[src/rtl/alien_hit_detector.sv]
// Per-frame bullet-vs-formation collision scanner. Walks every alien slot once per
// frame, reports the first overlapping live alien as a kill over valid/ready.
module alien_hit_detector #(
  parameter int unsigned NUM_ROWS      = 3,
  parameter int unsigned NUM_COLUMNS   = 5,
  parameter int unsigned ALIEN_WIDTH   = 32,
  parameter int unsigned ALIEN_HEIGHT  = 16,
  parameter int unsigned BULLET_WIDTH  = 2,
  parameter int unsigned BULLET_HEIGHT = 8,
  localparam int unsigned RW = (NUM_ROWS > 1) ? $clog2(NUM_ROWS) : 1,
  localparam int unsigned CW = (NUM_COLUMNS > 1) ? $clog2(NUM_COLUMNS) : 1
) (
  input  logic                                 clk,
  input  logic                                 rst_n,
  input  logic                                 frame_tick,
  input  logic                                 bullet_active,
  input  logic [15:0]                          bullet_x,
  input  logic [15:0]                          bullet_y,
  input  logic [NUM_ROWS-1:0][NUM_COLUMNS-1:0] alive_matrix,
  input  logic [15:0]                          alien_positions_x [NUM_ROWS-1:0][NUM_COLUMNS-1:0],
  input  logic [15:0]                          alien_positions_y [NUM_ROWS-1:0][NUM_COLUMNS-1:0],
  output logic                                 kill_valid,
  input  logic                                 kill_ready,
  output logic [RW-1:0]                        kill_row,
  output logic [CW-1:0]                        kill_col,
  output logic                                 bullet_hit,
  output logic                                 scan_done,
  output logic                                 busy
);

  localparam int unsigned POS_W = 16;
  localparam int unsigned SUM_W = POS_W + 1;

  localparam logic [1:0] ST_IDLE   = 2'd0;
  localparam logic [1:0] ST_SCAN   = 2'd1;
  localparam logic [1:0] ST_REPORT = 2'd2;

  logic [1:0]       state_q, state_d;
  logic [RW-1:0]    row_q, row_d;
  logic [CW-1:0]    col_q, col_d;
  logic             primed_q, primed_d;
  logic [POS_W-1:0] bx_q, bx_d;
  logic [POS_W-1:0] by_q, by_d;
  logic             kill_valid_q, kill_valid_d;
  logic [RW-1:0]    kill_row_q, kill_row_d;
  logic [CW-1:0]    kill_col_q, kill_col_d;
  logic             bullet_hit_q, bullet_hit_d;
  logic             scan_done_q, scan_done_d;
  logic             busy_q, busy_d;

  logic [SUM_W-1:0] ax_c, ay_c, bx_c, by_c;
  logic             overlap_c, hit_c, last_slot_c;

  // Box overlap for the current slot; 17-bit sums so edges near 0xFFFF never wrap.
  always_comb begin
    ax_c        = SUM_W'(alien_positions_x[row_q][col_q]);
    ay_c        = SUM_W'(alien_positions_y[row_q][col_q]);
    bx_c        = SUM_W'(bx_q);
    by_c        = SUM_W'(by_q);
    overlap_c   = (bx_c < ax_c + SUM_W'(ALIEN_WIDTH))
               && (bx_c + SUM_W'(BULLET_WIDTH) > ax_c)
               && (by_c < ay_c + SUM_W'(ALIEN_HEIGHT))
               && (by_c + SUM_W'(BULLET_HEIGHT) > ay_c);
    hit_c       = alive_matrix[row_q][col_q] && overlap_c;
    last_slot_c = (row_q == RW'(NUM_ROWS - 1)) && (col_q == CW'(NUM_COLUMNS - 1));
  end

  // Next-state and registered-output logic.
  always_comb begin
    state_d      = state_q;
    row_d        = row_q;
    col_d        = col_q;
    primed_d     = primed_q;
    bx_d         = bx_q;
    by_d         = by_q;
    kill_row_d   = kill_row_q;
    kill_col_d   = kill_col_q;
    bullet_hit_d = 1'b0;
    scan_done_d  = 1'b0;

    case (state_q)
      ST_IDLE: begin
        if (frame_tick && bullet_active) begin
          bx_d     = bullet_x;
          by_d     = bullet_y;
          row_d    = '0;
          col_d    = '0;
          primed_d = 1'b0;
          state_d  = ST_SCAN;
        end
      end
      ST_SCAN: begin
        // The first SCAN cycle only primes the walk, aligning slot k to edge k+1.
        if (!bullet_active) begin
          state_d = ST_IDLE;
        end else if (!primed_q) begin
          primed_d = 1'b1;
        end else if (hit_c) begin
          kill_row_d = row_q;
          kill_col_d = col_q;
          state_d    = ST_REPORT;
        end else if (last_slot_c) begin
          scan_done_d = 1'b1;
          state_d     = ST_IDLE;
        end else if (col_q == CW'(NUM_COLUMNS - 1)) begin
          col_d = '0;
          row_d = row_q + RW'(1);
        end else begin
          col_d = col_q + CW'(1);
        end
      end
      ST_REPORT: begin
        if (kill_valid_q && kill_ready) begin
          bullet_hit_d = 1'b1;
          state_d      = ST_IDLE;
        end
      end
      default: state_d = ST_IDLE;
    endcase

    kill_valid_d = (state_d == ST_REPORT);
    busy_d       = (state_d != ST_IDLE);
  end

  always_ff @(posedge clk or negedge rst_n) begin
    if (!rst_n) begin
      state_q      <= ST_IDLE;
      row_q        <= '0;
      col_q        <= '0;
      primed_q     <= 1'b0;
      bx_q         <= '0;
      by_q         <= '0;
      kill_valid_q <= 1'b0;
      kill_row_q   <= '0;
      kill_col_q   <= '0;
      bullet_hit_q <= 1'b0;
      scan_done_q  <= 1'b0;
      busy_q       <= 1'b0;
    end else begin
      state_q      <= state_d;
      row_q        <= row_d;
      col_q        <= col_d;
      primed_q     <= primed_d;
      bx_q         <= bx_d;
      by_q         <= by_d;
      kill_valid_q <= kill_valid_d;
      kill_row_q   <= kill_row_d;
      kill_col_q   <= kill_col_d;
      bullet_hit_q <= bullet_hit_d;
      scan_done_q  <= scan_done_d;
      busy_q       <= busy_d;
    end
  end

  assign kill_valid = kill_valid_q;
  assign kill_row   = kill_row_q;
  assign kill_col   = kill_col_q;
  assign bullet_hit = bullet_hit_q;
  assign scan_done  = scan_done_q;
  assign busy       = busy_q;

endmodule

[config.mk]
export PLATFORM = sky130hd
export DESIGN_NAME = alien_hit_detector
export DESIGN_NICKNAME = d
export VERILOG_FILES = /design/src/rtl/alien_hit_detector.sv
export SDC_FILE = /design/constraint.sdc
export NUM_CORES = 1
export LEC_CHECK = 0
export ABC_AREA = 1
export ABC_CLOCK_PERIOD_IN_PS = 5400
export CELL_PAD_IN_SITES_DETAIL_PLACEMENT = 0
export CELL_PAD_IN_SITES_GLOBAL_PLACEMENT = 1
export CORE_AREA = 2 2 213 215
export DETAILED_ROUTE_END_ITERATION = 12
export DIE_AREA = 0 0 215 217
export GPL_TIMING_DRIVEN = 1
export PLACE_DENSITY_LB_ADDON = 0.15
export SLEW_MARGIN = 20
export SYNTH_ARGS = -nofsm -noshare
export SYNTH_HDL_FRONTEND = slang
export SYNTH_SLANG_ARGS = --single-unit
[constraint.sdc]
create_clock -name clk -period 5.4 [get_ports clk]
set_clock_uncertainty 0.2 [all_clocks]
set_input_delay 0.81 -clock clk [delete_from_list [all_inputs] [get_ports clk]]
set_output_delay 0.81 -clock clk [all_outputs]
set_load 0.02 [all_outputs]
Word level (Yosys, flattened, before mapping)
Cells that the tools add are included.

cells by class
  add/subtract/negate cells = 6
  $mul = 0
  divide/modulo/power cells = 0
  magnitude comparators = 6
  eq/ne operators = 11
  shift operators = 0
  mux-type cells = 43
  bitwise logic cells = 0
  reductions and logical operators = 15

operators by type and width
  cell                                                        count
  binary-select mux 80 bit (select 2 bit)                     2
  2-to-1 mux 80 bit                                           2
  binary-select mux 16 bit (select 3 bit)                     2
  > comparator 17 x 16 -> 1 bit                               2
  less-than comparator 16 x 17 -> 1 bit                       2
  2-to-1 mux 16 bit                                           2
  2-to-1 mux 2 bit                                            12
  2-to-1 mux 3 bit                                            6
  adder 16 x 2 -> 17 bit, second input constant               1
  adder 16 x 4 -> 17 bit, second input constant               1
  adder 16 x 5 -> 17 bit, second input constant               1
  adder 16 x 6 -> 17 bit, second input constant               1
  != test 2 bit, second input constant                        6
  binary-select mux 5 bit (select 2 bit)                      1
  2-to-1 mux 1 bit                                            10
  logical AND 1 bit                                           7
  AND reduction 7 bit                                         1
  equality test 2 bit, second input constant                  3
  case mux 2 bit (3 select lines)                             1
  case mux 3 bit (2 select lines)                             1
  AND reduction 6 bit                                         1
  2-to-1 mux 5 bit                                            1
  less-than comparator 3 x 4 -> 1 bit, second input constant  1
  case mux 2 bit (2 select lines)                             1
  other kinds (12)                                            13

storage, ports and cells
  register bits after elaboration = 49
  latch bits = 0
  bits in writable memories = 0
  ROM bits = 0
  word-level logic and storage cells = 93
  memories kept = 0

Depth between registers and ports, before layout
  word-level depth = 15
  gate-level depth with buffers = 34
  depth with buffers taken out = 29

Least setup slack after synthesis
Ideal clock, no wire load.

  kind = register -> register
  start = register col_q[0]
  end = register kill_row_q[0], in the netlist kill_row[0]
  arrival = 3615 ps
  slack = 1455 ps
  stages on the path, launching flop included = 32
  buffers on the path = 5
  clock period less this slack = 3945 ps
  cell sequence = dfrtp_1 buf_4 inv_4 buf_6 buf_6 buf_4 nand2_1 a32o_1 o21ai_1 nand3_1 nand2_1 ha_1 nand2_1 nor2_2 nand3_1 xor2_1 ha_1 a21oi_1 nor2_1 a211oi_1 nand2_1 nand2_1 nand2_1 nand2_1 nand2_1 nand2_1 nand2_1 nor2_4 nand4_2 buf_6 nand2_1 o21ai_2

on the way
  cells in the longest elaborated chain, start to end = 9

ends and longest elaborated chain
  what                                      line  source
  start, declared                           40    logic [CW-1:0] col_q, col_d;
  start signal, assigned                    142   col_q <= col_d;
  binary-select mux 16 bit (select 3 bit)   56    ax_c = SUM_W'(alien_positions_x[row_q][col_q]);
  2-to-1 mux 16 bit (implied by the code)   56
  adder 16 x 6 -> 17 bit                    60    overlap_c = (bx_c < ax_c + SUM_W'(ALIEN_WIDTH))
  less-than comparator 16 x 17 -> 1 bit     60
  logical AND 1 bit                         61    && (bx_c + SUM_W'(BULLET_WIDTH) > ax_c)
  logical AND 1 bit                         62    && (by_c < ay_c + SUM_W'(ALIEN_HEIGHT))
  logical AND 1 bit                         63    && (by_c + SUM_W'(BULLET_HEIGHT) > ay_c);
  logical AND 1 bit (*)                     64    hit_c = alive_matrix[row_q][col_q] && overlap_c;
  AND reduction 4 bit (no source line) (*)  n/a
  end signal, assigned                      147   kill_row_q <= kill_row_d;
  end, declared                             45    logic [RW-1:0] kill_row_q, kill_row_d;

Mark *: on every way between the ends. The rest lies on a longest branch, timed or not. The select of a mux whose other input is x is not followed.
A chain may end at the register's enable or synchronous reset.

Final worst setup path
  start = register col_q[0]
  end = register kill_col_q[2], in the netlist kill_col[2]

on the way
  cells in the longest elaborated chain, start to end = 9

ends and longest elaborated chain
  what                                      line  source
  binary-select mux 16 bit (select 3 bit)   56
  2-to-1 mux 16 bit (implied by the code)   56
  adder 16 x 6 -> 17 bit                    60
  less-than comparator 16 x 17 -> 1 bit     60
  logical AND 1 bit                         61
  logical AND 1 bit                         62
  logical AND 1 bit                         63
  logical AND 1 bit (*)                     64
  AND reduction 4 bit (no source line) (*)  n/a
  end signal, assigned                      148   kill_col_q <= kill_col_d;
  end, declared                             46    logic [CW-1:0] kill_col_q, kill_col_d;

Marks and branches as above.

==> out/results.ini <==
[power]
swShare = 0.589
clkPwrFrac = 0.052
seq_power_share = 0.104
vdd_drop_max_mv = 0.249
power.share.combinational = 0.844
switching_power_w = 0.00435
internal_power_w = 0.00304
p_per_area_nw_per_um2 = 483
p_leak_nw = 6.74

[timing]
hold_viol = 0
max_freq_mhz = 206
setup_violations = 0
rsz0062_at_grt = no
slew_headroom = 0.478
finalSetupTns_ps = 0
worstMarginPinSlew_ps = 781
period_minus_slack_ps = 4850
finalCritPeriodShare = 0.898
setup_ws_ps = 552
drv_slew = 0

[routing]
vias_per_cell = 4.80
dr.pass1.iters = 5
num_vias = 13000
drt.antenna.violating_nets = 0
wire_per_inst_um = 21.2
drt_iter0_drc = 712
drc = 0
wirelength_um = 57600

[clock_tree]
ctsResizeCount = 0
clk_latency_ps = 310
clockBufferDepth = 2
cts_setup_buffers = 0
root_buffer = clkbuf_16
htreeDepth = 2
clock-sinks = 49
cts_tree = yes
hold_buffers = 0
clk_pin_slew_worst_paths_ps = 80
numCtsBuffers = 5

[global_route]
grt_pass1_wl_um = 85800
grt_pass1_vias = 13600
grt_antenna_before_repair = 8
grt_max_degree = 68
track_usage = 0.240
grt.overflow.total = 0

[setup_path]
worst_path_most_repeated_cell = nand2_1
crit_slowest_cell = dfrtp_4
critical-path-max-stage-delay_ps = 650
worst-path-max-fanout = 62
cp-start-kind = flip-flop
worst_setup_path_end_kind = flip-flop
crit_required_ps = 5400
critPathKind = flip-flop to flip-flop
worstPathArrival_ps = 4850

[floorplanning]
die_area_sq_um = 46700
initial_core_util = 0.206
core-area_sq_um = 44700
fp.dieH_um = 217
die_x_um = 215
rows = 78
io_pins = 541

[yosys]
ys_seq_area_frac = 0.133
ys_types = 45
synth-edff-count = 0
ys_seq_elements = 49
synthFlopType = dfrtp_1
ys_async_sr_fraction = 1.00
syn_inst = 1641
synth_nets = 2240
syn_area_sq_um = 9230
syn_avg_cell_area_sq_um = 5.62
yosys_warnings = 0

[final_layout]
areaGrowthSynthToFinish_pct = 65.9
fill_cells = 5142
nNetsFinal = 2712
drive_gt1_frac = 0.0369

[place]
hpwl_um = 47100
placement.io_buffers = 540
place_congestion = 0.874
pre_cts_slack_ps = 391

[hold_path]
hold_class = flip-flop to flip-flop

[run_status]
status = complete, no violations

[flow_run]
cap_violations = 0

[placed cells by master (no fill, tap or decap), types with 2 or more instances in the layout]
master and n:
clkdlybuf4s50_1 539, a21oi_1 88, o21ai_0 90, nor3_1 13
a2bb2oi_1 9, o31ai_1 7, a32o_1 7, o22ai_1 11
inv_2 7, nand4_1 23, diode_2 5, nand2_1 594
nand3b_1 2, nand3_1 261, a31oi_1 4, ha_1 67
a211oi_1 4, buf_12 8, dfrtp_2 2, nand2_2 5
inv_1 98, nor2_4 2, o21ai_1 24, clkbuf_16 5
nor2_1 92, dfrtp_4 3, o21ai_2 5, nor2_2 3
a221oi_1 12, dfrtp_1 44, xor2_1 31, buf_4 28
xnor2_1 4, a22oi_1 6
[logic make-up (layout without fill, tap and decap cells)]
kind of cell,Yosys count,count (layout),share of synthesized area
buf+inv,218,691,0.114
flops,49,49,0.133
fa+ha+maj,67,67,0.0909
other cells,0,5,0
xor+xnor,35,35,0.0332
compound gates,270,270,0.168
simple gates,1002,1002,0.461
[state kept, by name (all words and copies together) (netlist names), 2 cells and up]
register	flops
bx_q	16
by_q	16
col_q	3
kill_col	3
kill_row	2
row_q	2
state_q	2
[final cells by class]
type                    count  area (sq um)  area share
diodes                      5          12.5    0.000817
flip-flops and latches     49          1240      0.0810
well taps                 600           751      0.0490
clock inverters             3          50.0     0.00327
repair buffers            576          5770       0.377
multi-input cells        1374          6950       0.454
inverters                 107           409      0.0267
clock buffers               5           125     0.00817
[path summary, 6_finish.rpt]
kind	slack [ps]	to	from	depth (start not counted)
worst max-delay path	550	kill_col[2]	col_q[0]	28
worst min-delay path	280	bullet_hit	state_q[0]	1
worst max register to register	550	kill_col[2]	col_q[0]	28
worst min register to register	280	bullet_hit	state_q[0]	1
max in group asynchronous	4030	row_q[0]	rst_n	2
min in group asynchronous	430	by_q[10]	rst_n	2
[routing by layer]
metal,wire [um],global-route usage,vias up
li1,-,-,6427
met1,23100,0.276,6089
met2,29300,0.452,469
met3,3910,0.0488,51
met4,1180,0.0614,6
met5,44,0,-
[cell usage after synthesis (23+ instances only)]
cell type | number | area share
ha_1 | 67 | 0.091
buf_2 | 37 | 0.020
a21oi_1 | 88 | 0.048
dfrtp_1 | 49 | 0.13
xor2_1 | 31 | 0.029
o21ai_1 | 24 | 0.013
o21ai_0 | 90 | 0.049
clkbuf_1 | 29 | 0.012
inv_1 | 98 | 0.040
nor2_1 | 92 | 0.037
nand3_1 | 261 | 0.14
nand4_1 | 23 | 0.016
nand2_1 | 594 | 0.24
[critical path, delay by kind of cell, from the launching register on]
| kind | cells | cell delay, ps |
|---|---|---|
| and+or+nand+nor | 17 | 2060 |
| DFF | 1 | 650 |
| AOI/OAI and AO/OA | 3 | 340 |
| buffers and inverters | 5 | 800 |
| xor gates and xnor gates | 1 | 160 |
| adders and majority gates | 2 | 470 |
[power by group through the flow]
stage	combinational, W	clock, W	sequential, W
detailed placement	0.00632	0	0.000784
floorplan	0.00424	0	0.000642
global route	0.00708	0.000412	0.000799
finish	0.00624	0.000385	0.000768
global placement	0.00627	0	0.000786
CTS	0.00635	0.000399	0.000781
[metrics by stage]
step           std cells  total power [W]  hold WS (ps)  instance area, sq um   util
3_3_place_gp        2706          0.00706           259                 15100  0.338
6_report            2719          0.00739           282                 15300  0.342
5_1_grt             2718          0.00829           311                 15300  0.342
2_1_floorplan       1641          0.00488           231                  9230      -
3_5_place_dp        2706          0.00711           262                 15100  0.338
4_1_cts             2714          0.00753           280                 15300  0.342
Note: power is estimated with default switching activity, not from simulation.
